[config.mk]
export PLATFORM = sky130hd
export DESIGN_NAME = qerv_lsu_bufreg
export DESIGN_NICKNAME = d
export VERILOG_FILES = /design/src/rtl/qerv_lsu_bufreg.sv
export SDC_FILE = /design/constraint.sdc
export NUM_CORES = 1
export LEC_CHECK = 0
export CORE_MARGIN = 4
export CORE_UTILIZATION = 30
export DETAILED_ROUTE_END_ITERATION = 8
export SLEW_MARGIN = 20
export SYNTH_ARGS = -nofsm -noshare
export SYNTH_HDL_FRONTEND = slang
export SYNTH_SLANG_ARGS = --single-unit
[constraint.sdc]
create_clock -name i_clk -period 1.9 [get_ports i_clk]
set_input_delay 0.38 -clock i_clk [delete_from_list [all_inputs] [get_ports i_clk]]
set_output_delay 0.38 -clock i_clk [all_outputs]
set_load 0.005 [all_outputs]
[src/rtl/qerv_lsu_bufreg.sv]
// qerv bit-serial buffer register: serial operand fill, aligned 32-bit bus access
// with load extension, serial drain of load data, and shift-amount down-counting.
module qerv_lsu_bufreg #(
    parameter int W  = 4,
    parameter int LB = $clog2(W)
) (
    input  logic          i_clk,
    input  logic          i_rst_n,
    input  logic          i_start,
    input  logic [1:0]    i_op,
    input  logic [1:0]    i_size,
    input  logic          i_signed,
    input  logic [1:0]    i_lsb,
    input  logic [W-1:0]  i_dat_s,
    output logic [W-1:0]  o_dat_s,
    output logic          o_valid_s,
    output logic          o_cyc,
    output logic          o_we,
    output logic [3:0]    o_sel,
    output logic [31:0]   o_dat,
    input  logic [31:0]   i_rdt,
    input  logic          i_ack,
    output logic          o_busy,
    output logic [LB:0]   o_shift_lsb,
    output logic          o_sh_done,
    output logic          o_done,
    output logic          o_err
);

    localparam int BW = 5 - LB;
    localparam logic [BW-1:0] LAST_BEAT = '1;
    localparam logic [4:0] REM_MASK = 5'(W - 1);

    typedef enum logic [2:0] {
        S_IDLE,
        S_FILL,
        S_BUS,
        S_DRAIN,
        S_COUNT
    } state_t;

    state_t         state_q, state_d;
    logic [31:0]    dat_q, dat_d;
    logic [BW-1:0]  beat_q, beat_d;
    logic [BW-1:0]  cnt_q, cnt_d;
    logic [1:0]     op_q, op_d;
    logic [1:0]     size_q, size_d;
    logic [1:0]     lsb_q, lsb_d;
    logic           sgn_q, sgn_d;
    logic           done_q, done_d;
    logic           err_q, err_d;

    logic           last_beat;
    logic           is_store;
    logic           is_count;
    logic           misaligned;
    logic [4:0]     shamt_rem;

    function automatic logic addr_misaligned(input logic [1:0] size, input logic [1:0] lsb);
        logic bad;
        case (size)
            2'd0:    bad = 1'b0;
            2'd1:    bad = lsb[0];
            default: bad = (lsb != 2'd0);
        endcase
        return bad;
    endfunction

    function automatic logic [3:0] byte_sel(input logic [1:0] size, input logic [1:0] lsb);
        logic [3:0] sel;
        case (size)
            2'd0:    sel = 4'b0001 << lsb;
            2'd1:    sel = 4'b0011 << lsb;
            default: sel = 4'hF;
        endcase
        return sel;
    endfunction

    function automatic logic [31:0] load_ext(input logic [31:0] rdt, input logic [1:0] lsb,
                                             input logic [1:0] size, input logic sgn);
        logic [31:0] x;
        logic [31:0] r;
        x = rdt >> {lsb, 3'b000};
        case (size)
            2'd0:    r = {{24{sgn & x[7]}}, x[7:0]};
            2'd1:    r = {{16{sgn & x[15]}}, x[15:0]};
            default: r = x;
        endcase
        return r;
    endfunction

    // op 2 and the reserved op 3 both run the shift counter
    assign is_store   = (op_q == 2'd0);
    assign is_count   = op_q[1];
    assign last_beat  = (beat_q == LAST_BEAT);
    assign misaligned = addr_misaligned(size_q, lsb_q);
    assign shamt_rem  = dat_q[31:27] & REM_MASK;

    always_ff @(posedge i_clk or negedge i_rst_n) begin
        if (!i_rst_n) begin
            state_q <= S_IDLE;
        end else begin
            state_q <= state_d;
        end
    end

    always_comb begin
        state_d = state_q;
        case (state_q)
            S_IDLE: begin
                if (i_start) state_d = S_FILL;
            end
            S_FILL: begin
                if (last_beat) begin
                    if (is_count)        state_d = S_COUNT;
                    else if (misaligned) state_d = S_IDLE;
                    else                 state_d = S_BUS;
                end
            end
            S_BUS: begin
                if (i_ack) state_d = is_store ? S_IDLE : S_DRAIN;
            end
            S_DRAIN: begin
                if (last_beat) state_d = S_IDLE;
            end
            S_COUNT: begin
                if (cnt_q == '0) state_d = S_IDLE;
            end
            default: state_d = S_IDLE;
        endcase
    end

    always_ff @(posedge i_clk or negedge i_rst_n) begin
        if (!i_rst_n) begin
            dat_q  <= '0;
            beat_q <= '0;
            cnt_q  <= '0;
            op_q   <= '0;
            size_q <= '0;
            lsb_q  <= '0;
            sgn_q  <= 1'b0;
            done_q <= 1'b0;
            err_q  <= 1'b0;
        end else begin
            dat_q  <= dat_d;
            beat_q <= beat_d;
            cnt_q  <= cnt_d;
            op_q   <= op_d;
            size_q <= size_d;
            lsb_q  <= lsb_d;
            sgn_q  <= sgn_d;
            done_q <= done_d;
            err_q  <= err_d;
        end
    end

    always_comb begin
        dat_d  = dat_q;
        beat_d = beat_q;
        cnt_d  = cnt_q;
        op_d   = op_q;
        size_d = size_q;
        lsb_d  = lsb_q;
        sgn_d  = sgn_q;
        done_d = 1'b0;
        err_d  = 1'b0;
        case (state_q)
            S_IDLE: begin
                beat_d = '0;
                if (i_start) begin
                    op_d   = i_op;
                    size_d = i_size;
                    lsb_d  = i_lsb;
                    sgn_d  = i_signed;
                end
            end
            S_FILL: begin
                dat_d  = {i_dat_s, dat_q[31:W]};
                beat_d = beat_q + 1'b1;
                if (last_beat) begin
                    // counter preloads from the word being completed this cycle
                    cnt_d = dat_d[31:27+LB];
                    if (!is_count && misaligned) begin
                        done_d = 1'b1;
                        err_d  = 1'b1;
                    end
                end
            end
            S_BUS: begin
                if (i_ack) begin
                    if (is_store) done_d = 1'b1;
                    else          dat_d  = load_ext(i_rdt, lsb_q, size_q, sgn_q);
                end
            end
            S_DRAIN: begin
                dat_d  = {{W{1'b0}}, dat_q[31:W]};
                beat_d = beat_q + 1'b1;
                if (last_beat) done_d = 1'b1;
            end
            S_COUNT: begin
                cnt_d = cnt_q - 1'b1;
                if (cnt_q == '0) done_d = 1'b1;
            end
            default: ;
        endcase
    end

    always_comb begin
        o_cyc       = 1'b0;
        o_we        = 1'b0;
        o_sel       = 4'h0;
        o_valid_s   = 1'b0;
        o_dat_s     = '0;
        o_shift_lsb = '0;
        o_sh_done   = 1'b0;
        o_busy      = (state_q != S_IDLE);
        o_done      = done_q;
        o_err       = err_q;
        o_dat       = dat_q << {lsb_q, 3'b000};
        case (state_q)
            S_BUS: begin
                o_cyc = 1'b1;
                o_we  = is_store;
                o_sel = byte_sel(size_q, lsb_q);
            end
            S_DRAIN: begin
                o_valid_s = 1'b1;
                o_dat_s   = dat_q[W-1:0];
            end
            S_COUNT: begin
                o_shift_lsb = shamt_rem[LB:0];
                o_sh_done   = (cnt_q == '0);
            end
            default: ;
        endcase
    end

endmodule

After elaboration in Yosys (flattened, before gate mapping):

Cells that the tools add are included.

* reduce and logical (&&, ||, !) cells: 16
* add/subtract/negate cells: 2
* shift-type cells: 4
* equal/unequal tests: 12
* multiplexer cells: 33
* bitwise gates (word level): 2

Operators by type and width (count)
* 32-bit case mux with 3 select lines: 1
* 32-bit two-way mux: 2
* 32-bit case mux with 2 select lines: 1
* 32-bit by 5-bit << shifter with 32-bit output: 1
* 32-bit by 5-bit right shift with 32-bit output: 1
* 3-bit two-way mux: 7
* 3-bit case mux with 5 select lines: 1
* 2-bit != test, second input constant: 6
* 3-bit case mux with 2 select lines: 2
* 1-bit two-way mux: 11
* 4-bit two-way mux: 2
* 4-bit case mux with 2 select lines: 1
* 3-bit by 2-bit equality test with 1-bit output, second input constant: 2
* 3-bit equality test, second input constant: 2
* 3-bit logical NOT: 2
* 2-bit two-way mux: 3
* 2-bit nonzero test: 3
* 3-bit nonzero test: 2
* 5-bit AND reduction: 1
* 2-bit logical NOT: 2
* 1-bit case mux with 4 select lines: 1
* 2-bit AND reduction: 2
* 1-bit by 2-bit << shifter with 4-bit output, first input constant: 1
* 2-bit by 2-bit << shifter with 4-bit output, first input constant: 1
* other kinds (10): 11

* word-level logic and storage cells: 79
* register bits after elaboration: 50

Longest topological paths before layout:

Gate-level depths: netlist of the first run.

* depth in word-level cells: 6
* gate-level depth with buffers: 7

Worst setup path after synthesis of the first run:

OpenSTA, ideal clock, no wires.

* path kind: register to output
* start point: reg lsb_q[0]
* end point: out o_sel[1]
* arrival: 1.462 ns
* required time: 1.520 ns
* path slack: 0.058 ns
* stages on the path, launching flop included: 7
* cell sequence: dfrtp_1 > buf_2 > buf_2 > buf_2 > buf_2 > o21bai_1 > a21oi_1

* cells in the longest elaborated chain, start to end: 3

RTL lines
* from (decl): line 48 `logic [1:0] lsb_q, lsb_d;`
* from (signal assigned): line 150 `lsb_q <= lsb_d;`
* 2-bit by 2-bit << shifter with 4-bit output / 1-bit by 2-bit << shifter with 4-bit output (equally long branches): line 73, 72
* 4-bit case mux with 2 select lines *: line 71 `case (size)`
* 4-bit two-way mux *: line 220 `case (state_q)`
* to (decl): line 19 `output logic [3:0] o_sel,`

Every way passes the cells marked *; elsewhere a longest branch is shown, timed or not.

Worst setup path after layout of the first run:

* start point: reg lsb_q[0]
* end point: out o_sel[2]

The elaborated chain is that of the path after synthesis.

==> reports/results.txt, run 1 <==
status: finished, violations left
failing checks: setup timing
syn_area_per_cell: 8.858 sq um
Initial Util: 31.26%
startpoint types: flip-flop
slowest CP cell: dfrtp_2
Final min period: 1.988 ns
Switching Power: 0.004191 W
DR WL met2: 6288 um
met1 wire length: 5602 um
period utilization: 104.6%
Net Sw Frac: 42.72%
Routed wire per std cell: 18.88 um
part of the power in combinational logic: 66.3%
share of cells above drive strength 1: 43.85%
Post-Synthesis Cells: 391
RSZ-0062 raised after global routing: yes
pwr dens: 1719 nW/um^2
critical path cell sequence: buf_12, buf_6, nor2b_4, buf_6, a21oi_2, a21oi_1, buf_2
area of placed instances: 4827 sq um
Setup Viol. Count Final: 39
CP max stage delay: 0.46 ns
combinational family with the most area after synthesis: compound AO/OA/AOI/OAI gates
register area: 1254 sq um
Worst EP arrival: 1.61 ns
Post-Syn Nets: 442
clk buf depth: 2
Max IR drop VDD: 1.001 mV
Clock Sink Count: 50
Multi-input gate area: 2399 sq um
HPWL after DPL: 8990 um
drt pass-1 iters: 6
placed cells: 636
Crit. End Element: output port
LEAKAGE: 2.551 nW
Max Cap Viol: 0
die outline height: 115.4 um
CTS buffer count: 5
CP Max Fanout: 3
type of the tightest min-delay check: input port to async pin
most used cell, CP: buf_6
H-tree depth: 2
CTS tree: yes
pre-CTS WS: -0.2941 ns
commonest cells in the netlist: nand2_1 (58), dfrtp_1 (50), mux2i_1 (36)
vias per cell: 5.416
Warnings, synthesis: 0
Final Instance Count excl. Fillers: 685
clock transition at the registers of the reported paths: 0.07 ns
number of global-route vias before repair: 3685
final design instance area without fill: 5705 sq um
Met3 Wirelength: 854 um
most frequent cell after synthesis: nand2_1
Die W: 115.4 um
Reg power frac: 24.3%
maximum number of pins on one net before global-route repair: 38
row cnt: 38
Synth Area in Simple Gates: 18.79%
# fillers: 1016
antenna violations before repair: 0
xor and xnor fraction of the mapped netlist area: 0%
Post-synth EDFFs: 0
Final Hold Fails: 0
WP data required: 1.52 ns
# hold bufs at CTS: 0
via count: 3710
top-area cell type share of the netlist area: 36.13%
nets@finish: 595
num ports: 97
Routed WL: 12930 um
port bufs: 95
mapped cell area: 3463 sq um
FF-to-FF path depth: 8
core area: 11080 sq um
clock root buffer: clkbuf_16
starting DRC count in detailed routing: 304
Pint: 0.005619 W
Peak Freq: 503.1 MHz
post-synthesis compound-gate area fraction: 22.51%
clk_skew: 0.009501 ns
DIE AREA: 13330 sq um
Max Used Layer: met4
Final Max Tran Viols: 0
asr flop ratio synth: 100.0%
Remaining Overflow, GRT: 0
clk_lat worst skew: 0.29 ns
first-pass GRT wire length: 19780 um
post-synthesis adder-cell area fraction: 1.445%
post-synth top area cell: dfrtp_1
antenna viol nets, final: 0
Area Growth Syn to Fin: 64.74%
clock power share: 9.4%
Final GP Congestion: 0.8290
register bit total from synthesis: 50
mux cell area share after synthesis: 15.61%
# DRC: 0
prevailing post-synth register cell: dfrtp_1
WS Path Type: flip-flop to output port
Setup WS post-layout: -0.08772 ns
top cells by area, synth: dfrtp_1 (36%), mux2i_1 (10%), nand2_1 (6.3%)
gr usage total: 18.71%
Diodes inserted: 0
Yosys cell types: 49
Setup TNS: -1.582 ns
sequential fraction of the synthesis area: 36.13%
-- layout make-up --
type / instances / area share (%)
clock buffers: 5 / 2.193
clock inverters: 3 / 0.4605
inverters: 8 / 0.5921
multi-input cells: 300 / 42.04
flip-flops and latches: 50 / 21.97
well taps: 140 / 3.070
repair buffers: 179 / 29.67
-- per-layer routing --
layer	up-vias	global-route usage, %
met5	-	0
met4	0	3.834
met3	19	2.350
met2	145	30.71
met1	1805	26.65
li1	1741	-
-- critical path, delay by kind of cell, from the launching register on --
kind | cells | cell delay [ns]
compound gates | 2 | 0.19
simple gates | 1 | 0.15
flops | 1 | 0.46
buf+inv | 4 | 0.52
-- cell families after synthesis --
family	count (synthesis)
AOI/OAI and AO/OA	108
adders and majority gates	4
buffers and inverters	41
DFF	50
muxes	51
other	1
and+or+nand+nor	136
-- flip-flops by register name, summed over array words and instances (netlist names) --
name / count
o_done: 1
state_q: 3
sgn_q: 1
cnt_q: 3
dat_q: 32
beat_q: 3
op_q: 2
o_err: 1
size_q: 2
lsb_q: 2
-- placed cells by master, fill, tap and decap left out, drive strengths merged, types with 9 or more instances in the layout --
cell / count
a21oi: 22
a31oi: 10
and2: 12
buf: 122
clkbuf: 10
clkdlybuf4s50: 47
dfrtp: 50
inv: 9
mux2: 14
mux2i: 36
nand2: 58
nor2: 25
nor2b: 11
o211ai: 10
o21ai: 20
-- power groups by stage --
stage | registers (W) | clock network (W) | logic, W
final | 0.00238 | 0.000926 | 0.00650
after global routing | 0.00245 | 0.000983 | 0.00702
after CTS | 0.00226 | 0.000940 | 0.00568
after detailed placement | 0.00224 | 0 | 0.00506
after global placement | 0.00221 | 0 | 0.00497
after floorplan | 0.00196 | 0 | 0.00287
-- final timing paths --
| check | from | end | slack, ns |
|---|---|---|---|
| setup reg to reg | lsb_q[0] | dat_q[10] | -0.06 |
| min in group i_clk | beat_q[2] | beat_q[2] | 0.52 |
| setup / recovery | lsb_q[0] | o_sel[2] | -0.09 |
| hold reg to reg | beat_q[2] | beat_q[2] | 0.52 |
| max in group asynchronous | i_rst_n | dat_q[11] | 1.33 |
| hold / removal | i_rst_n | sgn_q | 0.03 |
-- timing repair --
action | in CTS | in global routing
endpoints found under the setup margin | 55 | 67
pin swaps | 24 | 18
resized for setup | 225 | 100
setup buffers | 33 | 8
gates cloned | 3 | 1
-- metrics by stage --
step / hold WS (ns) / utilization [%] / power (W)
after floorplan: 0.08441 / - / 0.004828
after global placement: 0.3443 / 43.57 / 0.007183
after detailed placement: 0.3487 / 43.57 / 0.007304
after CTS: 0.03867 / 48.42 / 0.008880
after global routing: 0.06466 / 51.50 / 0.01045
final: 0.02984 / 51.50 / 0.009811
No activity file was read; power rests on OpenSTA's default activity.
==> inputs of run 2 (changes only) <==
Settings changed: ABC_CLOCK_PERIOD_IN_PS set to 1900.
==> results of run 2 <==
No change in the layout: final DEF, timing and power equal those of run 1.
